**src/rtl/noc_credit_tx_if.sv**
```systemverilog
// Flit link bundle: upstream flit handshake plus the downstream router link.
// master = flit source and router stub; slave = the credit transmitter.
interface noc_credit_tx_if #(
    parameter int unsigned FLIT_WIDTH = 32,
    parameter int unsigned DEST_WIDTH = 6
);
    logic                  in_valid;
    logic                  in_ready;
    logic [FLIT_WIDTH-1:0] in_data;
    logic [DEST_WIDTH-1:0] in_dest;
    logic                  in_is_tail;
    logic [FLIT_WIDTH-1:0] data_out;
    logic [DEST_WIDTH-1:0] dest_out;
    logic                  is_tail_out;
    logic                  send_out;
    logic                  credit_in;

    modport master (
        output in_valid, in_data, in_dest, in_is_tail, credit_in,
        input  in_ready, data_out, dest_out, is_tail_out, send_out
    );

    modport slave (
        input  in_valid, in_data, in_dest, in_is_tail, credit_in,
        output in_ready, data_out, dest_out, is_tail_out, send_out
    );
endinterface

```
**src/rtl/noc_credit_tx.sv**
```systemverilog
// Credit-based NoC link transmitter: small flit queue, packet FSM, credit counter.
// Define NOC_CREDIT_TX_ERR_EN to build the sticky credit-overflow detector.
module noc_credit_tx #(
    parameter int unsigned FLIT_WIDTH        = 32,
    parameter int unsigned DEST_WIDTH        = 6,
    parameter int unsigned FLIT_BUFFER_DEPTH = 4,
    parameter int unsigned TX_QUEUE_DEPTH    = 2,
    localparam int unsigned CREDIT_WIDTH     = $clog2(FLIT_BUFFER_DEPTH + 1)
) (
    input  logic                    clk_noc,
    input  logic                    rst_noc_sync,
    noc_credit_tx_if.slave          link,
    output logic [CREDIT_WIDTH-1:0] credit_count,
    output logic                    err_credit_ovf
);
    localparam int unsigned PTR_WIDTH = $clog2(TX_QUEUE_DEPTH);
    localparam int unsigned CNT_WIDTH = PTR_WIDTH + 1;
    localparam logic [CNT_WIDTH-1:0]    QUEUE_FULL = CNT_WIDTH'(TX_QUEUE_DEPTH);
    localparam logic [CREDIT_WIDTH-1:0] CREDIT_MAX = CREDIT_WIDTH'(FLIT_BUFFER_DEPTH);

    typedef enum logic {StIdle, StInPkt} pkt_state_e;

    logic [FLIT_WIDTH-1:0] q_data [TX_QUEUE_DEPTH];
    logic [DEST_WIDTH-1:0] q_dest [TX_QUEUE_DEPTH];
    logic                  q_tail [TX_QUEUE_DEPTH];

    logic [PTR_WIDTH-1:0]    wr_ptr_q, wr_ptr_d, rd_ptr_q, rd_ptr_d;
    logic [CNT_WIDTH-1:0]    cnt_q, cnt_d;
    logic                    in_ready_q, in_ready_d;
    logic [CREDIT_WIDTH-1:0] credit_q, credit_d;
    logic                    push, launch, take_dest;
    pkt_state_e              state_q, state_d;

    logic [FLIT_WIDTH-1:0] data_out_q;
    logic [DEST_WIDTH-1:0] dest_out_q;
    logic                  tail_out_q, send_q;

    assign push   = link.in_valid & in_ready_q;
    assign launch = (cnt_q != '0) && (credit_q != '0);

    always_comb begin
        wr_ptr_d = wr_ptr_q;
        rd_ptr_d = rd_ptr_q;
        cnt_d    = cnt_q;
        if (push) wr_ptr_d = wr_ptr_q + PTR_WIDTH'(1);
        if (launch) rd_ptr_d = rd_ptr_q + PTR_WIDTH'(1);
        case ({push, launch})
            2'b10:   cnt_d = cnt_q + CNT_WIDTH'(1);
            2'b01:   cnt_d = cnt_q - CNT_WIDTH'(1);
            default: cnt_d = cnt_q;
        endcase
        // Registered from post-edge occupancy, so no path from in_valid.
        in_ready_d = (cnt_d != QUEUE_FULL);
    end

    always_comb begin
        credit_d = credit_q;
        if (launch && !link.credit_in) begin
            credit_d = credit_q - CREDIT_WIDTH'(1);
        end else if (link.credit_in && !launch && (credit_q != CREDIT_MAX)) begin
            credit_d = credit_q + CREDIT_WIDTH'(1);
        end
    end

    always_ff @(posedge clk_noc) begin
        if (push) begin
            q_data[wr_ptr_q] <= link.in_data;
            q_dest[wr_ptr_q] <= link.in_dest;
            q_tail[wr_ptr_q] <= link.in_is_tail;
        end
    end

    always_ff @(posedge clk_noc) begin
        if (rst_noc_sync) begin
            wr_ptr_q   <= '0;
            rd_ptr_q   <= '0;
            cnt_q      <= '0;
            in_ready_q <= 1'b0;
            credit_q   <= CREDIT_MAX;
        end else begin
            wr_ptr_q   <= wr_ptr_d;
            rd_ptr_q   <= rd_ptr_d;
            cnt_q      <= cnt_d;
            in_ready_q <= in_ready_d;
            credit_q   <= credit_d;
        end
    end

    always_ff @(posedge clk_noc) begin
        if (rst_noc_sync) begin
            state_q <= StIdle;
        end else begin
            state_q <= state_d;
        end
    end

    always_comb begin
        state_d = state_q;
        unique case (state_q)
            StIdle:  if (launch && !q_tail[rd_ptr_q]) state_d = StInPkt;
            StInPkt: if (launch && q_tail[rd_ptr_q])  state_d = StIdle;
        endcase
    end

    // Only the head flit (launched from idle) may change the link destination.
    always_comb begin
        take_dest = (state_q == StIdle);
    end

    always_ff @(posedge clk_noc) begin
        if (rst_noc_sync) begin
            send_q     <= 1'b0;
            data_out_q <= '0;
            dest_out_q <= '0;
            tail_out_q <= 1'b0;
        end else begin
            send_q <= launch;
            if (launch) begin
                data_out_q <= q_data[rd_ptr_q];
                tail_out_q <= q_tail[rd_ptr_q];
                if (take_dest) dest_out_q <= q_dest[rd_ptr_q];
            end
        end
    end

`ifdef NOC_CREDIT_TX_ERR_EN
    logic err_q;

    always_ff @(posedge clk_noc) begin
        if (rst_noc_sync) begin
            err_q <= 1'b0;
        end else if (link.credit_in && !launch && (credit_q == CREDIT_MAX)) begin
            err_q <= 1'b1;
        end
    end

    assign err_credit_ovf = err_q;
`else
    assign err_credit_ovf = 1'b0;
`endif

    assign link.in_ready    = in_ready_q;
    assign link.send_out    = send_q;
    assign link.data_out    = data_out_q;
    assign link.dest_out    = dest_out_q;
    assign link.is_tail_out = tail_out_q;
    assign credit_count     = credit_q;
endmodule

```
**src/flat_wrapper.sv**
```systemverilog
// flat-port wrapper written by rule: the top's interface ports become plain ports
module noc_credit_tx_flat 
#(
    parameter int unsigned FLIT_WIDTH        = 32,
    parameter int unsigned DEST_WIDTH        = 6,
    parameter int unsigned FLIT_BUFFER_DEPTH = 4,
    parameter int unsigned TX_QUEUE_DEPTH    = 2,
    localparam int unsigned CREDIT_WIDTH     = $clog2(FLIT_BUFFER_DEPTH + 1)
)
  (clk_noc, rst_noc_sync, credit_count, err_credit_ovf, link_in_valid, link_in_data, link_in_dest, link_in_is_tail, link_credit_in, link_in_ready, link_data_out, link_dest_out, link_is_tail_out, link_send_out);
  noc_credit_tx_if #(.FLIT_WIDTH(FLIT_WIDTH), .DEST_WIDTH(DEST_WIDTH)) link_i ();
  input  logic clk_noc;
  input  logic rst_noc_sync;
  output logic [CREDIT_WIDTH-1:0] credit_count;
  output logic err_credit_ovf;
  input wire logic [$bits(link_i.in_valid)-1:0] link_in_valid;
  input wire logic [$bits(link_i.in_data)-1:0] link_in_data;
  input wire logic [$bits(link_i.in_dest)-1:0] link_in_dest;
  input wire logic [$bits(link_i.in_is_tail)-1:0] link_in_is_tail;
  input wire logic [$bits(link_i.credit_in)-1:0] link_credit_in;
  output wire logic [$bits(link_i.in_ready)-1:0] link_in_ready;
  output wire logic [$bits(link_i.data_out)-1:0] link_data_out;
  output wire logic [$bits(link_i.dest_out)-1:0] link_dest_out;
  output wire logic [$bits(link_i.is_tail_out)-1:0] link_is_tail_out;
  output wire logic [$bits(link_i.send_out)-1:0] link_send_out;
  assign link_i.in_valid = link_in_valid;
  assign link_i.in_data = link_in_data;
  assign link_i.in_dest = link_in_dest;
  assign link_i.in_is_tail = link_in_is_tail;
  assign link_i.credit_in = link_credit_in;
  assign link_in_ready = link_i.in_ready;
  assign link_data_out = link_i.data_out;
  assign link_dest_out = link_i.dest_out;
  assign link_is_tail_out = link_i.is_tail_out;
  assign link_send_out = link_i.send_out;
  noc_credit_tx #(.FLIT_WIDTH(FLIT_WIDTH), .DEST_WIDTH(DEST_WIDTH), .FLIT_BUFFER_DEPTH(FLIT_BUFFER_DEPTH), .TX_QUEUE_DEPTH(TX_QUEUE_DEPTH)) u_core (.clk_noc(clk_noc), .rst_noc_sync(rst_noc_sync), .link(link_i), .credit_count(credit_count), .err_credit_ovf(err_credit_ovf));
endmodule
```
**config.mk**
```make
export PLATFORM = sky130hd
export DESIGN_NAME = noc_credit_tx_flat
export DESIGN_NICKNAME = d
export VERILOG_FILES = /design/src/rtl/noc_credit_tx_if.sv /design/src/rtl/noc_credit_tx.sv /design/src/flat_wrapper.sv
export SDC_FILE = /design/constraint.sdc
export NUM_CORES = 1
export LEC_CHECK = 0
export BUFFER_PORTS_ARGS = -buffer_cell sky130_fd_sc_hd__buf_2
export CAP_MARGIN = 25
export CORE_ASPECT_RATIO = 1.5
export CORE_MARGIN = 2
export CORE_UTILIZATION = 49
export DETAILED_ROUTE_END_ITERATION = 10
export PLACE_DENSITY = 0.72
export REMOVE_ABC_BUFFERS = 1
export SYNTH_ARGS = -nofsm -noshare
export SYNTH_HDL_FRONTEND = slang
export SYNTH_SLANG_ARGS = --single-unit
```
**constraint.sdc**
```tcl
create_clock -name clk_noc -period 2.7 [get_ports clk_noc]
set_clock_uncertainty 0.05 [all_clocks]
set_input_delay 0.135 -clock clk_noc [delete_from_list [all_inputs] [get_ports clk_noc]]
set_output_delay 0.135 -clock clk_noc [all_outputs]
set_load 0.01 [all_outputs]
```
==> results of run 1 <==
[layout make-up]
class                   instances  area (um^2)
clock buffers                  20          447
well taps                     112          140
multi-input cells             168         1240
clock inverters                12          143
fillers                       682         3080
repair buffers                131          891
inverters                       4         15.0
flip-flops and latches        128         3340
[worst min-delay path by stage]
stage,from,endpoint,slack [ns]
6_report,link_credit_in,u_core.credit_count[2]$_SDFFE_PP1P_,0.04
5_1_grt,link_credit_in,u_core.credit_count[2]$_SDFFE_PP1P_,0.07
4_1_cts,link_credit_in,u_core.credit_count[2]$_SDFFE_PP1P_,0.03
3_5_place_dp,link_in_data[16],u_core.q_data[1][16]$_DFFE_PP_,0.28
3_3_place_gp,link_in_data[13],u_core.q_data[0][13]$_DFFE_PP_,0.27
2_1_floorplan,rst_noc_sync,u_core.link.data_out[0]$_SDFFE_PP0P_,0.15
[placed cells by master, fill, tap and decap left out, types with 2 or more instances in the layout]
cell type,synthesis,routed
nor2_1,45,44
edfxtp_1,78,78
dfxtp_1,50,49
buf_12,0,2
clkbuf_16,0,17
dlygate4sd3_1,0,39
nand2b_1,2,2
mux2i_1,39,39
buf_4,3,4
clkinv_2,0,6
bufinv_16,0,3
buf_2,9,86
inv_1,3,3
nor2b_1,2,2
o21ai_0,7,7
a21oi_1,8,8
or3_1,7,7
a211oi_1,22,22
clkbuf_1,7,2
xnor2_1,3,3
nor3_1,2,2
clkinvlp_4,0,3
a211oi_2,10,10
nand2_1,3,3
mux2_2,2,2
[where the power goes]
part | switching, uW | internal, uW | leakage, uW
registers | 248 | 2510 | 0.00113
logic | 1150 | 856 | 0.000965
clock network | 776 | 1460 | 0.000285
total | 2170 | 4830 | 0.00238
[state kept, by name, indices dropped and copies added (netlist names), named ones only]
| signal | flops |
|---|---|
| u_core.q_dest | 12 |
| u_core.link.is_tail_out | 1 |
| u_core.cnt_q | 2 |
| u_core.link.data_out | 32 |
| u_core.rd_ptr_q | 1 |
| u_core.q_tail | 2 |
| u_core.link.send_out | 1 |
| u_core.link.in_ready | 1 |
| u_core.wr_ptr_q | 1 |
| u_core.q_data | 64 |
| u_core.credit_count | 3 |
| u_core.link.dest_out | 6 |
[per-layer routing]
metal / GRT usage (%) / part of all wire [%]
met4: 7.40 / 1.8
met1: 19.0 / 40
met3: 5.31 / 4.0
met2: 31.1 / 55
met5: 0 / 0
[through the flow]
step	power, uW	std cells
global placement	4670	504
CTS	7080	575
finish	7000	575
global route	7380	575
detailed placement	4790	504
floorplan	4120	300
[cell families (layout without fill, tap and decap cells)]
| family | Yosys count | after routing | synth area share [%] |
|---|---|---|---|
| other cells | 1 | 1 | 0.0794 |
| mux | 41 | 41 | 8.75 |
| xor+xnor | 4 | 4 | 0.742 |
| buf+inv | 26 | 167 | 3.02 |
| flops | 128 | 128 | 70.8 |
| fa+ha+maj | 2 | 2 | 0.689 |
| compound gates | 56 | 56 | 9.91 |
| simple gates | 64 | 64 | 5.99 |
[critical path, stage by stage (launching register included)]
cell	delay, ns
dfxtp_1	0.52
o32ai_4	0.23
inv_2	0.13
nand2b_1	0.08
fa_1	0.41
or4b_1	0.51
o211ai_1	0.15
o211ai_2	0.11
==> metrics.csv, run 1 <==
stage,metric,value,unit
synth,count of cell types in the netlist,37,
synth,sequential area share after synthesis,70.8,%
worst_setup_path,Critical Path Fanout Max,15,
clock_tree,Max clock buf depth,2,
die,DIE HEIGHT,124,um
worst_setup_path,start point of the critical path,u_core.cnt_q[1]$_SDFF_PP0_,
synth,Yosys top cell area share,49.6,%
worst_setup_path,R2R depth,7,
routing,Antenna Violating Nets Remaining,0,
grt,first-pass GRT wire length,14.2,mm
synth,largest cells by area after synthesis,"edfxtp_1, dfxtp_1, mux2i_1, nor2_1, a211oi_1",
synth,"FF+latch count, synth",128,
timing,Final TNS setup,0,ns
clock_tree,count of hold-fix buffers inserted at cts,39,
layout,final core utilization,66.9,%
timing,slew margin rel.,50.7,%
clock_tree,CTS tree,built,
worst_setup_path,worst setup path end,u_core.credit_count[2]$_SDFFE_PP1P_,
routing,first-pass detailed-route iteration total,4,
die,# IOs,88,
synth,Post-synth EDFFs,78,
place,Placer Congestion,0.743,
routing,DRC viols,0,
layout,area delta synth->final,31.8,%
job,MaxCap Viol Count,0,
die,die width,84.1,um
grt,largest net degree at the start of global routing,40,
clock_tree,clock root buffer,clkbuf_16,
synth,Syn Area/Cell,14.7,um^2
clock_tree,setup bufs post-CTS,0,
synth,top-count cell post-synth,edfxtp_1,
worst_setup_path,Critical R2R Capture,u_core.credit_count[2]$_SDFFE_PP1P_,
worst_setup_path,reg2reg setup slack,0.39,ns
layout,fin nets,495,
worst_setup_path,arrival time at the worst endpoint,2.54,ns
synth,asr flop ratio synth,0,%
hold_path,Hold Path Depth,3,
power,Pwr Density,1120,mW/mm^2
timing,RSZ-0062 raised after global routing,no,
timing,Final min period,2.31,ns
worst_setup_path,crit end category,register,
power,P_leak,0.00238,uW
power,Max VDD drop,876,uV
grt,Total GRT Usage,17.5,%
worst_setup_path,worst path required time,2.93,ns
die,die footprint,0.0105,mm^2
clock_tree,# H-tree levels,4,
synth,"area leader, netlist",edfxtp_1,
clock_tree,cts bufs inserted,17,
place,placed cell area,0.00524,mm^2
routing,post-DR vias/cell,5.10,
grt,initial antenna violation count,0,
clock_tree,CTS resizes,0,
synth,Synth warnings,0,
grt,number of global-route vias before repair,3044,
clock_tree,clk_lat worst skew,0.41,ns
layout,layout cells sized above 1,30.5,%
place,IO buf count,86,
place,Setup WS pre-CTS,0.403,ns
clock_tree,# clock sinks,128,
grt,total global routing overflow,0,
worst_setup_path,type of origin of the critical path,register,
timing,PnR worst setup slack,0.389,ns
synth,Mapped Area,0.00472,mm^2
synth,synth cell count leaders,"edfxtp_1, dfxtp_1, nor2_1",
place,detailed placement HPWL,5.32,mm
status,status,finished clean,
timing,WHS,0.0434,ns
timing,final hold vios,0,
die,core area,0.00931,mm^2
layout,ANT cells,0,
routing,WL final,8.83,mm
die,starting density of the core,50.7,%
hold_path,worst hold path type,in -> reg,
clock_tree,Clock transition at path regs,0.05,ns
synth,top_reg_cell synth,edfxtp_1,
routing,Starting DRT DRC Count,149,
layout,Layout Cell Area excl Fill,0.00622,mm^2
timing,worst-margin pin slew,0.739,ns
timing,Slew Limit Fails,0,
worst_setup_path,kind of critical path,reg -> reg,
synth,Gate Count Post-Synth,322,
die,# rows,43,
routing,per-cell routed wire length,15.4,um
routing,Vias,2934,
timing,Max Freq,433,MHz
timing,Tcrit/Tclk final,85.6,%
timing,# setup viols final,0,
worst_setup_path,reg2reg start,u_core.cnt_q[1]$_SDFF_PP0_,
Power figures use the tool's default switching activity.
==> inputs of run 2 (changes only) <==
- CORE_UTILIZATION: 49 -> 51
- CTS_BUF_LIST: default -> sky130_fd_sc_hd__clkbuf_4
- PLACE_DENSITY: 0.72 -> 0.74
- SKIP_CTS_REPAIR_TIMING: default -> 1
==> run 2 against run 1 <==
Compared with the run above:
- wire length decreased by 4.3%
- critical path depth unchanged
- power decreased by 16%
- setup slack improved by 0.11 ns
- cell count increased by 0.70%
- critical path type unchanged
- highest routed layer unchanged
- maximum frequency increased by 5.2%
- register-to-register slack improved by 0.11 ns
==> metrics.csv, run 2 (synthesized netlist as in run 1, its figures left out) <==
stage,metric,value,unit,change
place,Placed Cells,505,,+0.20%
timing,Max Freq,455,MHz,+5.2%
hold_path,worst hold path type,in -> reg,,
clock_tree,# clock sinks,128,,unchanged
job,MaxCap Viol Count,0,,unchanged
grt,first-pass GRT wire length,12.4,mm,-13%
grt,met1 global-route usage,18.4,%,-0.63 points
worst_setup_path,kind of critical path,reg -> reg,,
die,DIE HEIGHT,122,um,-1.9%
routing,Starting DRT DRC Count,129,,-13%
worst_setup_path,Critical Path Fanout Max,9,,-6
die,starting density of the core,51.6,%,+0.90 points
die,die footprint,0.0101,mm^2,-3.8%
worst_setup_path,type of origin of the critical path,register,,
routing,WL final,8.45,mm,-4.3%
grt,most crowded layer after global routing,met2,,
worst_setup_path,worst path required time,3.04,ns,+0.11 ns
layout,layout cells sized above 1,30.0,%,-0.41 points
power,Max VDD drop,1060,uV,+21%
timing,Final min period,2.20,ns,-0.115 ns
layout,"most common cell after layout, fill and taps aside",buf_2,,
grt,largest net degree at the start of global routing,68,,+70%
routing,Antenna Violating Nets Remaining,0,,unchanged
timing,# setup viols final,0,,unchanged
grt,met3 GRT Util,7.11,%,+1.8 points
clock_tree,# H-tree levels,4,,unchanged
clock_tree,clock root buffer,clkbuf_4,,
clock_tree,cts bufs inserted,17,,unchanged
clock_tree,Max clock buf depth,2,,unchanged
layout,Layout Cell Area excl Fill,0.00590,mm^2,-5.2%
die,# rows,43,,unchanged
clock_tree,clk_lat worst skew,0.50,ns,+0.09 ns
layout,fin nets,498,,+0.61%
grt,initial antenna violation count,0,,unchanged
place,IO buf count,86,,unchanged
worst_setup_path,arrival time at the worst endpoint,2.54,ns,about the same
routing,DRC viols,0,,unchanged
grt,met2 usage,29.1,%,-2.0 points
timing,final hold vios,0,,unchanged
place,placed cell area,0.00525,mm^2,+0.14%
worst_setup_path,crit end category,register,,
routing,post-DR vias/cell,5.08,,-0.52%
grt,total global routing overflow,0,,unchanged
layout,max FFs per register,64,,unchanged
die,# IOs,88,,unchanged
power,P_leak,0.00224,uW,-5.7%
timing,worst-margin pin slew,0.960,ns,+0.221 ns
grt,Total GRT Usage,17.4,%,-0.13 points
timing,Slew Limit Fails,0,,unchanged
routing,first-pass detailed-route iteration total,4,,unchanged
status,status,finished clean,,
timing,Tcrit/Tclk final,81.3,%,-4.3 points
place,detailed placement HPWL,5.23,mm,-1.6%
routing,Vias,2939,,+0.17%
die,die width,82.6,um,-1.9%
layout,largest register by flop count,u_core.q_data,,
timing,slew margin rel.,36.0,%,-15 points
layout,most frequent cells in the layout,"buf_2, edfxtp_1, dfxtp_1",,
die,core area,0.00915,mm^2,-1.7%
layout,area delta synth->final,25.0,%,
power,Pwr Density,994,mW/mm^2,-12%
clock_tree,Clock transition at path regs,0.10,ns,+0.05 ns
layout,"non-filler cells, final",579,,+0.70%
place,Placer Congestion,0.719,,-3.3%
grt,number of global-route vias before repair,2659,,-13%
clock_tree,CTS tree,built,,
routing,per-cell routed wire length,14.6,um,-5.0%
timing,RSZ-0062 raised after global routing,no,,
## run 2: changes by cell type in the layout (fill, tap and decap cells not counted), moves of 2 or more
cell / before / now
clkinvlp_4: 3 / 1
clkinv_1: 0 / 4
clkbuf_1: 2 / 0
clkinv_2: 6 / 4
clkbuf_16: 17 / 0
dlygate4sd3_1: 39 / 41
bufinv_16: 3 / 1
clkbuf_4: 0 / 22
## run 2: cell type report
| type | instances | area, um^2 |
|---|---|---|
| timing repair buffer | 134 | 918 |
| fill | 726 | 3240 |
| sequential | 128 | 3340 |
| multi-input combinational | 168 | 1240 |
| tap | 112 | 140 |
| inverter | 4 | 15.0 |
| clock inverter | 10 | 72.6 |
| antenna | 1 | 2.50 |
| clock buffer | 22 | 165 |
## run 2: metrics by stage
step | utilization [%] | worst slack (ns) | power [uW] | hold WS [ns] | setup TNS [ns]
global placement | 57.4 | 0.666 | 4670 | 0.273 | 0
global route | 64.5 | 0.383 | 6230 | 0.223 | 0
CTS | 60.0 | 0.502 | 5880 | -0.297 | 0
floorplan | - | -0.0642 | 4120 | 0.150 | -0.0642
finish | 64.5 | 0.504 | 5870 | 0.228 | 0
detailed placement | 57.4 | 0.514 | 4780 | 0.276 | 0
## run 2: worst max-delay path, cell delays in order, from the launching register on
cell and delay (ns):
dfxtp_1 0.54, o32ai_4 0.16, inv_2 0.09, nand2b_1 0.07
fa_1 0.41, or4b_1 0.51, o211ai_1 0.14, o211ai_2 0.11
## run 2: final timing paths
kind,start,end,slack [ns],depth (start not counted)
worst max-delay path,u_core.cnt_q[1]$_SDFF_PP0_,u_core.credit_count[2]$_SDFFE_PP1P_,0.50,7
worst min-delay path,rst_noc_sync,u_core.link.send_out$_SDFF_PP0_,0.23,2
worst max register to register,u_core.cnt_q[1]$_SDFF_PP0_,u_core.credit_count[2]$_SDFFE_PP1P_,0.50,7
worst min register to register,u_core.link.dest_out[1]$_SDFFE_PP0P_,u_core.link.dest_out[1]$_SDFFE_PP0P_,0.42,2
## run 2: power breakdown
part	switching (uW)	internal, uW	leakage, uW
clock network	613	489	0.000137
registers	308	2500	0.00113
logic	1080	869	0.000978
total	2010	3860	0.00224
## run 2: layer usage
layer  vias to the layer above  wire length (um)
li1                       1461                 -
met1                      1386              3350
met2                        76              4550
met3                        16               380
met4                         0               169
met5                         -                 0
==> inputs of run 3 (changes only) <==
- clock period: 2.7 -> 1.8 ns (I/O delays scaled with it)
==> run 3 against run 2 <==
Compared with the run above:
- the run now ends with negative setup slack left
- non-clock buffer count grew 12
- sequential cell count unchanged
- setup slack worse by 0.56 ns
- wire length up 4.9%
- clock power up 66%
- combinational power increased by 71%
- cell count up 2.1%
- count of clock-buffer cells in the layout up 1
- die area unchanged
- cell area grew 2.8%
- critical endpoint unchanged
==> metrics.csv, run 3 (synthesized netlist as in run 1, its figures left out) <==
stage,metric,value,unit,change
status,status,finished with violations,,
status,failing checks,negative setup slack,,
die,DIE HEIGHT,122,um,unchanged
power,Max VDD drop,975,uV,-7.7%
die,# rows,43,,unchanged
power,Comb power frac,36.1,%,+2.8 points
place,IO buf count,86,,unchanged
grt,initial antenna violation count,1,,+1
clock_tree,# H-tree levels,4,,unchanged
clock_tree,clock root buffer,clkbuf_4,,
timing,Slew Limit Fails,0,,unchanged
die,die width,82.6,um,unchanged
place,Placer Congestion,0.747,,+4.0%
power,Pwr Density,1520,mW/mm^2,+53%
place,placed cell area,0.00535,mm^2,+1.8%
job,MaxCap Viol Count,0,,unchanged
layout,fin nets,510,,+2.4%
routing,post-DR vias/cell,5.08,,+0.10%
hold_path,worst hold path type,in -> reg,,
clock_tree,clk_lat worst skew,0.50,ns,about the same
timing,Final min period,1.86,ns,-0.337 ns
clock_tree,# clock sinks,128,,unchanged
worst_setup_path,Critical Path Fanout Max,3,,-6
layout,largest register by flop count,u_core.q_data,,
worst_setup_path,reg2reg start,u_core.credit_count[0]$_SDFFE_PP0P_,,
grt,met1 global-route usage,18.9,%,+0.50 points
power,P_leak,0.00234,uW,+4.1%
power,switching share of power,33.5,%,-0.75 points
timing,final hold vios,0,,unchanged
worst_setup_path,"critical path, cell by cell",o32ai_4 > inv_2 > nand2b_1 > fa_2 > or4b_4 > o211ai_1 > o211ai_2,,
worst_setup_path,arrival time at the worst endpoint,2.18,ns,-0.36 ns
worst_setup_path,worst path required time,2.12,ns,-0.92 ns
grt,most crowded layer after global routing,met2,,
grt,first-pass GRT wire length,12.7,mm,+2.3%
clock_tree,Clock transition at path regs,0.10,ns,about the same
layout,most frequent cells in the layout,"buf_2, edfxtp_1, nor2_1, dfxtp_1, dlygate4sd3_1",,
layout,"most common cell after layout, fill and taps aside",buf_2,,
routing,Starting DRT DRC Count,124,,-3.9%
layout,max FFs per register,64,,unchanged
die,# IOs,88,,unchanged
grt,largest net degree at the start of global routing,40,,-41%
worst_setup_path,crit end category,register,,
layout,area delta synth->final,28.5,%,
routing,DRC viols,0,,unchanged
grt,met3 GRT Util,5.63,%,-1.5 points
layout,final core utilization,66.3,%,+1.8 points
timing,# setup viols final,1,,+1
layout,register area,0.00335,mm^2,+0.19%
die,starting density of the core,51.6,%,unchanged
routing,Vias,3003,,+2.2%
timing,Tcrit/Tclk final,103,%,+22 points
worst_setup_path,start point of the critical path,u_core.credit_count[0]$_SDFFE_PP0P_,,
timing,Max Freq,538,MHz,+18%
layout,layout cells sized above 1,34.5,%,+4.5 points
worst_setup_path,type of origin of the critical path,register,,
grt,total global routing overflow,0,,unchanged
worst_setup_path,"slowest stage cell, crit path",or4b_4,,
grt,Total GRT Usage,17.5,%,+0.14 points
routing,per-cell routed wire length,15.0,um,+2.8%
die,die footprint,0.0101,mm^2,unchanged
timing,RSZ-0062 raised after global routing,yes,,
clock_tree,Max clock buf depth,2,,unchanged
power,Psw,3100,uW,+54%
clock_tree,cts bufs inserted,17,,unchanged
routing,WL final,8.87,mm,+4.9%
place,detailed placement HPWL,5.41,mm,+3.3%
grt,number of global-route vias before repair,2729,,+2.6%
layout,Layout Cell Area excl Fill,0.00607,mm^2,+2.8%
worst_setup_path,Crit path max-delay family,simple AND/OR/NAND/NOR gates,,
routing,first-pass detailed-route iteration total,4,,unchanged
layout,Multi-input gate area,0.00127,mm^2,+2.2%
power,Clk pwr share,19.8,%,+1.0 points
die,core area,0.00915,mm^2,unchanged
worst_setup_path,kind of critical path,reg -> reg,,
power,sequential power share,44.1,%,-3.8 points
timing,PnR worst setup slack,-0.0584,ns,-0.563 ns
worst_setup_path,max incr delay on CP,0.50,ns,-0.04 ns
layout,# fillers,692,,-4.7%
worst_setup_path,Worst Path Buf+Inv,1,,unchanged
hold_path,Hold Startpoint,link_in_valid,,
power,Int Pwr,6160,uW,+59%
clock_tree,CTS tree,built,,
grt,met2 usage,30.2,%,+1.1 points
routing,Antenna Violating Nets Remaining,0,,unchanged
[run 3: cell count changes in the layout (fill, tap and decap cells not counted), moves of 2 or more]
cell / previous run / this run
dfxtp_2: 1 / 6
clkinv_2: 4 / 6
clkinv_1: 4 / 1
buf_4: 5 / 16
dfxtp_1: 49 / 44
[run 3: path summary, 6_finish.rpt]
path	cells after the start	endpoint	slack (ns)
max	7	u_core.credit_count[2]$_SDFFE_PP1P_	-0.06
min	4	u_core.wr_ptr_q$_SDFFE_PP0P_	0.08
max reg2reg	7	u_core.credit_count[2]$_SDFFE_PP1P_	-0.06
min reg2reg	2	u_core.link.dest_out[5]$_SDFFE_PP0P_	0.43
[run 3: worst reg2reg max path, stage by stage, from the launching register on]
cell	delay, ns
dfxtp_2	0.36
o32ai_4	0.10
inv_2	0.07
nand2b_1	0.07
fa_2	0.35
or4b_4	0.50
o211ai_1	0.12
o211ai_2	0.11
[run 3: layer usage]
metal / vias up / part of all wire, %
li1: 1490 / -
met4: 0 / 1.4
met3: 9 / 3.4
met2: 64 / 55
met5: - / 0
met1: 1440 / 40
[run 3: metrics by stage]
step / std cells / total power, uW / TNS [ns] / hold slack [ns] / setup slack [ns]
5_1_grt: 591 / 9850 / -0.117 / 0.0920 / -0.116
3_3_place_gp: 516 / 7190 / -0.0794 / 0.228 / -0.0794
6_report: 591 / 9250 / -0.0584 / 0.0828 / -0.0584
2_1_floorplan: 300 / 6180 / -48.54 / 0.105 / -0.964
3_5_place_dp: 516 / 7330 / -0.190 / 0.231 / -0.130
4_1_cts: 548 / 9150 / -0.233 / -0.326 / -0.149
[run 3: power groups by stage]
stage	logic [uW]	registers (uW)	clock network (uW)
2_1_floorplan	1740	4440	0
3_3_place_gp	3080	4110	0
3_5_place_dp	3200	4140	0
4_1_cts	3210	4070	1870
5_1_grt	3700	4150	2000
6_report	3340	4080	1830
[run 3: area by class of cell]
type / instances / share of cell area [%]
antenna: 1 / 0.0412
clock buffer: 23 / 2.85
clock inverter: 9 / 1.55
inverter: 4 / 0.247
multi-input combinational: 168 / 21.0
sequential: 128 / 55.2
tap: 112 / 2.31
timing repair buffer: 146 / 16.8
